<file path="src/rtl/alu_result_packer_pkg.sv">
// alu_result_packer_pkg: word layout constants and the parity helper shared with
// the ALU-side parity checker.
package alu_result_packer_pkg;
    localparam int DATA_W = 15;
    localparam int WORD_W = 16;
    localparam int PARITY_BIT = 0;
    localparam logic [DATA_W-1:0] NEG_ZERO = 15'h7FFF;

    // Odd sense: set p so the 16-bit word carries an odd number of ones.
    function automatic logic calc_parity(input logic [DATA_W-1:0] data, input logic odd_sel);
        return (^data) ^ odd_sel;
    endfunction
endpackage

</file>
<file path="src/rtl/alu_result_packer_parity_gen.sv">
// parity_gen: parity bit for one 15-bit ones'-complement data field.
module parity_gen
    import alu_result_packer_pkg::*;
(
    input  logic [DATA_W-1:0] data,
    input  logic              odd_sel,
    output logic              parity
);
    assign parity = calc_parity(data, odd_sel);
endmodule

</file>
<file path="src/rtl/alu_result_packer.sv">
// alu_result_packer: buffers ALU results as parity-protected 16-bit memory words
// in a small FIFO with valid/ready handshakes on both sides.
module alu_result_packer
    import alu_result_packer_pkg::*;
#(
    parameter int DEPTH      = 4,
    parameter bit ODD_PARITY = 1
) (
    input  logic                       clk,
    input  logic                       reset,
    input  logic [DATA_W-1:0]          res_in,
    input  logic                       res_valid,
    output logic                       res_ready,
    output logic [WORD_W-1:0]          word_out,
    output logic                       word_valid,
    input  logic                       word_ready,
    output logic [$clog2(DEPTH):0]     count,
    output logic                       neg_zero_seen
);
    localparam int AW = $clog2(DEPTH);
    localparam int CW = AW + 1;

    if (DEPTH < 2 || DEPTH > 16 || (DEPTH & (DEPTH - 1)) != 0) begin : g_bad_depth
        $error("alu_result_packer: DEPTH must be a power of two in 2..16");
    end

    logic [WORD_W-1:0] mem_q [DEPTH];
    logic [AW-1:0]     wr_ptr_q, wr_ptr_d, rd_ptr_q, rd_ptr_d;
    logic [CW-1:0]     count_q, count_d;
    logic              neg_zero_seen_q, neg_zero_seen_d;
    logic              push, pop, parity;

    parity_gen u_parity_gen (
        .data    (res_in),
        .odd_sel (ODD_PARITY),
        .parity  (parity)
    );

    assign res_ready     = count_q != CW'(DEPTH);
    assign word_valid    = count_q != '0;
    assign word_out      = mem_q[rd_ptr_q];
    assign count         = count_q;
    assign neg_zero_seen = neg_zero_seen_q;
    assign push          = res_valid && res_ready;
    assign pop           = word_valid && word_ready;

    // Pointers are exactly AW bits wide, so wrap modulo DEPTH comes for free.
    always_comb begin
        wr_ptr_d        = push ? wr_ptr_q + AW'(1) : wr_ptr_q;
        rd_ptr_d        = pop ? rd_ptr_q + AW'(1) : rd_ptr_q;
        count_d         = count_q + CW'(push) - CW'(pop);
        neg_zero_seen_d = neg_zero_seen_q | (push && res_in == NEG_ZERO);
    end

    always_ff @(posedge clk) begin
        if (reset) begin
            wr_ptr_q        <= '0;
            rd_ptr_q        <= '0;
            count_q         <= '0;
            neg_zero_seen_q <= 1'b0;
        end else begin
            wr_ptr_q        <= wr_ptr_d;
            rd_ptr_q        <= rd_ptr_d;
            count_q         <= count_d;
            neg_zero_seen_q <= neg_zero_seen_d;
        end
    end

    // Storage holds no reset; reset only blocks the write through push.
    always_ff @(posedge clk) begin
        if (push && !reset)
            mem_q[wr_ptr_q] <= {res_in, parity};
    end
endmodule

</file>
<file path="config.mk">
export PLATFORM = sky130hd
export DESIGN_NAME = alu_result_packer
export DESIGN_NICKNAME = d
export VERILOG_FILES = /design/src/rtl/alu_result_packer_pkg.sv /design/src/rtl/alu_result_packer_parity_gen.sv /design/src/rtl/alu_result_packer.sv
export SDC_FILE = /design/constraint.sdc
export NUM_CORES = 1
export LEC_CHECK = 0
export CAP_MARGIN = 20
export CORE_MARGIN = 2
export CORE_UTILIZATION = 30
export DETAILED_ROUTE_END_ITERATION = 8
export PLACE_DENSITY = 0.53
export SYNTH_ARGS = -nofsm -noshare
export SYNTH_HDL_FRONTEND = slang
export SYNTH_SLANG_ARGS = --single-unit
</file>
<file path="constraint.sdc">
create_clock -name clk -period 3.4 [get_ports clk]
set_input_delay 0.68 -clock clk [delete_from_list [all_inputs] [get_ports clk]]
set_output_delay 0.68 -clock clk [all_outputs]
set_load 0.05 [all_outputs]
</file>
==> results.md <==
- In the finished design, the share of the clock period the worst path needs comes to 88.3%.
- For this design, the slowest cell found on the critical path is sky130_fd_sc_hd__clkdlybuf4s50_1.
- The max-cap check violation count is 0.
- The total power of the final layout is 2.80 mW.
- At the placement stage, the worst setup path has a slack of 0.581 ns.
- At the end of routability-driven placement, the weighted congestion stood at 0.691.
- The signal on the critical path passes through buf_4 -> mux4_1 -> clkdlybuf4s50_1.
- In the routed design, unresolved DRC markers number 0.
- STA puts the critical path data required time at 2.72 ns.
- The sum of negative setup slack is 0 ns.
- Setup violations remaining at the end of the flow were counted as 0.
- Clock tree synthesis selected as its root buffer the cell sky130_fd_sc_hd__clkbuf_8.
- The smallest setup slack after layout is 0.396 ns.
- The count of pins over their slew limit is 0.
- The maximum level of the CTS H-tree is 3.
- The hold violation total from the final report is 0.
- The tightest min-delay check is of the reg -> reg type.
- The area of combinational cells with multiple inputs is 838 um2.
- The portion of total power attributed to combinational logic is 36.9%.
- The boundary pin count is 41.
- The top cell types in the final layout, fill and taps aside, are sky130_fd_sc_hd__edfxtp_1, sky130_fd_sc_hd__clkdlybuf4s50_1, sky130_fd_sc_hd__ha_1, sky130_fd_sc_hd__mux4_2, sky130_fd_sc_hd__dfxtp_1.
- Synthesis inferred 74 register bits.
- VDD sags by at most 0.440 mV.
- Internal power comes to 1.82 mW.
- The clock network accounts for 23.2% of the total power.
- The detailed router placed 1515 vias in this run.
- The global router's overall resource usage is 10.5%.
- The dominant delay contributor by cell family on the critical path is buffers and inverters.
- Once layout is done, the placed cells without fillers occupy 3790 um2.
- The number of buffers and inverters on the critical path is 2.
- The detailed-placement wirelength estimate is 3400 um.
- The count of buffers inserted at the top-level ports is 40.
- For this design, the sink count on the clock tree is 74.
- Global routing finished with a remaining overflow of 0.
- The die is 104 um tall.
- For this configuration, the core starts out at a cell density of 30.8%.
- The critical path endpoint category is a primary output.
- The run finished with clean final reports.
- The largest fanout on the critical path is 16.
- The number of hold-repair buffers added at the cts stage is 0.
- In the final design database the tool counted 237 nets.
- The via count of the first global-routing pass is 1576.
- TritonCTS built the clock tree.
- In this run the post-CTS setup repair buffer count came out at 0.
- The arrival time of data at the critical path endpoint is 2.32 ns.
- By startpoint and endpoint, the worst setup path is classified as reg -> out.
- The initial antenna violation count came to 0.
- The first detailed-routing pass took 4 iterations.
- The switching share of power is 35.1%.
- Summing all placed instances gives a cell area of 3590 um2.
- The layout has 921 filler cells.
- Summing the areas of all compound-gate instances in the mapped netlist gives 1.58% of the synthesized area.
- The detailed-route wire length per cell is 15.6 um.
- Counting the buffers created by CTS gives 9.
- The smallest clock period supported by the final layout is computed as 3.00 ns.
- Across the routed clock network, the largest skew measured is 0.0112 ns.
- The number of rows created at floorplan is 36.
- The synthesized area is 3010 um2.
- The transition time at the pin with the least slew margin is 0.506 ns.
- The first global-routing pass estimated 8430 um of wire.
- After clock tree synthesis, the clock-pin slew on the worst setup and hold paths is 0.08 ns.
- The residual antenna-violating net count after detailed routing is 0.
- In this run the standard cell core region covers 9770 um2.
- Entering global routing, the biggest net connects 17 pins.
- The number of nets handed over by synthesis was 185.
- The final layout contains routed wiring with a total length of 5350 um.
- The xor and xnor area share after synthesis is 2.91%.
- The post-synthesis cell count is 152.
- The multiplexer area fraction after synthesis is 12.7%.
- The horizontal extent of the die is 104 um.
- The average footprint of a synthesized cell is 19.8 um2.
- The fmax is 333 MHz.
- The number of different library cells used by synthesis comes to 29.
- On the worst path, the slowest cell contributes a delay of 0.73 ns.
- The later pin in the worst-skew pair is clocked with a latency of 0.34 ns.
- The floorplan step defined a die boundary enclosing 10800 um2.
- The count of cells along the worst hold path is 1.
- The combinational family with the most area after synthesis is multiplexers.
- The share of the yosys chip area belonging to registers is 70.5%.
- Counting buffers and inverters, the worst setup path is 3 cells deep.
- The number of antenna repair diodes is 0.
- The post-synthesis share of cell area spent on and, or, nand and nor gates is 3.91%.
- The static power due to leakage is 1.26 nW.
- The net switching power figure is 0.984 mW.
- The worst reg-to-reg path cell count is 11.
- The worst pin sits at a relative slew slack of 66.1%.
- The type of element launching the critical path is a flip-flop.
- In the routed layout, each cell is associated on average with a via count of 4.43.
- The post-route netlist has 18.2% of its cells at a drive strength greater than 1.
- The most common library cell in the layout ignoring fill and taps is sky130_fd_sc_hd__edfxtp_1.
- Setup repair after global routing left no endpoint under its margin.
- During synthesis, Yosys emitted a total of 0 warnings.
- Sequential cells burn 39.9% of the power.
- The area overhead of the layout relative to synthesis is 26.0%.
- After the first detailed-routing iteration, the DRC count stood at 39.
- The clock passes through at most 2 buffers.
- The sequential standard cell area is 2120 um2.
- The adder-cell area share of the yosys netlist is 6.07%.
- The number of gates given a new drive strength after cts is 0.
- The cell area power density is 740 nW/um2.
-- cell families after synthesis --
logic type / Yosys count
flops: 74
fa+ha+maj: 14
simple gates: 20
xor+xnor: 10
buf+inv: 11
compound gates: 7
mux: 16
-- through the flow --
step	hold slack, ns	cells	util (%)
3_5_place_dp	0.477	326	36.8
3_3_place_gp	0.474	326	36.8
4_1_cts	0.498	342	38.8
6_report	0.495	342	38.8
5_1_grt	0.515	342	38.8
2_1_floorplan	0.484	152	-
-- power groups by stage --
| stage | registers (mW) | clock network [mW] | logic, mW |
|---|---|---|---|
| floorplan | 1.17 | 0 | 0.721 |
| global placement | 1.14 | 0 | 1.05 |
| detailed placement | 1.14 | 0 | 1.05 |
| CTS | 1.12 | 0.681 | 1.05 |
| global route | 1.13 | 0.711 | 1.10 |
| finish | 1.12 | 0.651 | 1.03 |
-- Yosys cell counts --
cell type / number / area share [%]
sky130_fd_sc_hd__o31a_1: 1 / 0.29
sky130_fd_sc_hd__nor3_1: 1 / 0.17
sky130_fd_sc_hd__edfxtp_1: 64 / 64
sky130_fd_sc_hd__nor2_1: 5 / 0.62
sky130_fd_sc_hd__nand2_1: 1 / 0.12
sky130_fd_sc_hd__ha_1: 13 / 5.4
sky130_fd_sc_hd__dfxtp_1: 10 / 6.7
sky130_fd_sc_hd__nor4_1: 1 / 0.21
sky130_fd_sc_hd__mux4_1: 6 / 5.2
sky130_fd_sc_hd__o21ai_0: 2 / 0.33
sky130_fd_sc_hd__nand4_1: 2 / 0.42
sky130_fd_sc_hd__a21oi_1: 2 / 0.33
sky130_fd_sc_hd__o21ba_2: 1 / 0.33
sky130_fd_sc_hd__xor2_1: 2 / 0.58
sky130_fd_sc_hd__nor3b_1: 4 / 1.0
sky130_fd_sc_hd__buf_12: 1 / 0.67
sky130_fd_sc_hd__xnor2_1: 8 / 2.3
sky130_fd_sc_hd__or3_1: 1 / 0.21
sky130_fd_sc_hd__nor3b_2: 1 / 0.42
sky130_fd_sc_hd__nand3_1: 2 / 0.33
sky130_fd_sc_hd__and2_1: 1 / 0.21
sky130_fd_sc_hd__nor2b_1: 1 / 0.21
sky130_fd_sc_hd__mux4_2: 10 / 7.5
sky130_fd_sc_hd__buf_2: 2 / 0.33
sky130_fd_sc_hd__inv_1: 6 / 0.75
sky130_fd_sc_hd__o311ai_0: 1 / 0.29
sky130_fd_sc_hd__fa_1: 1 / 0.67
sky130_fd_sc_hd__buf_6: 1 / 0.37
sky130_fd_sc_hd__clkbuf_1: 1 / 0.12
-- layer usage --
metal | GRT usage, % | wire (um) | vias to the layer above
li1 | - | - | 706
met1 | 13.1 | 2450 | 766
met2 | 16.9 | 2610 | 39
met3 | 4.32 | 241 | 4
met4 | 3.19 | 46 | 0
met5 | 0 | 0 | -
-- final cells by class --
cell class | count | area share [%]
Tap cell | 133 | 4.39
Sequential cell | 74 | 56.0
Clock buffer | 9 | 3.27
Inverter | 6 | 0.594
Multi-Input combinational cell | 67 | 22.1
Timing Repair Buffer | 46 | 11.8
Clock inverter | 7 | 1.85
-- worst paths after layout --
| path | from | end | slack (ns) |
|---|---|---|---|
| setup / recovery | flip-flop | word_out[2] | 0.40 |
| hold / removal | neg_zero_seen | neg_zero_seen | 0.49 |
| setup reg to reg | count[2] | count[2] | 0.96 |
| hold reg to reg | neg_zero_seen | neg_zero_seen | 0.49 |
-- flip-flops by register name, summed over array words and instances, names as in the netlist, named ones only --
name / flops
count: 3
mem_q: 64
neg_zero_seen: 1
rd_ptr_q: 2
wr_ptr_q: 2
(Power assumes the default switching activity.)
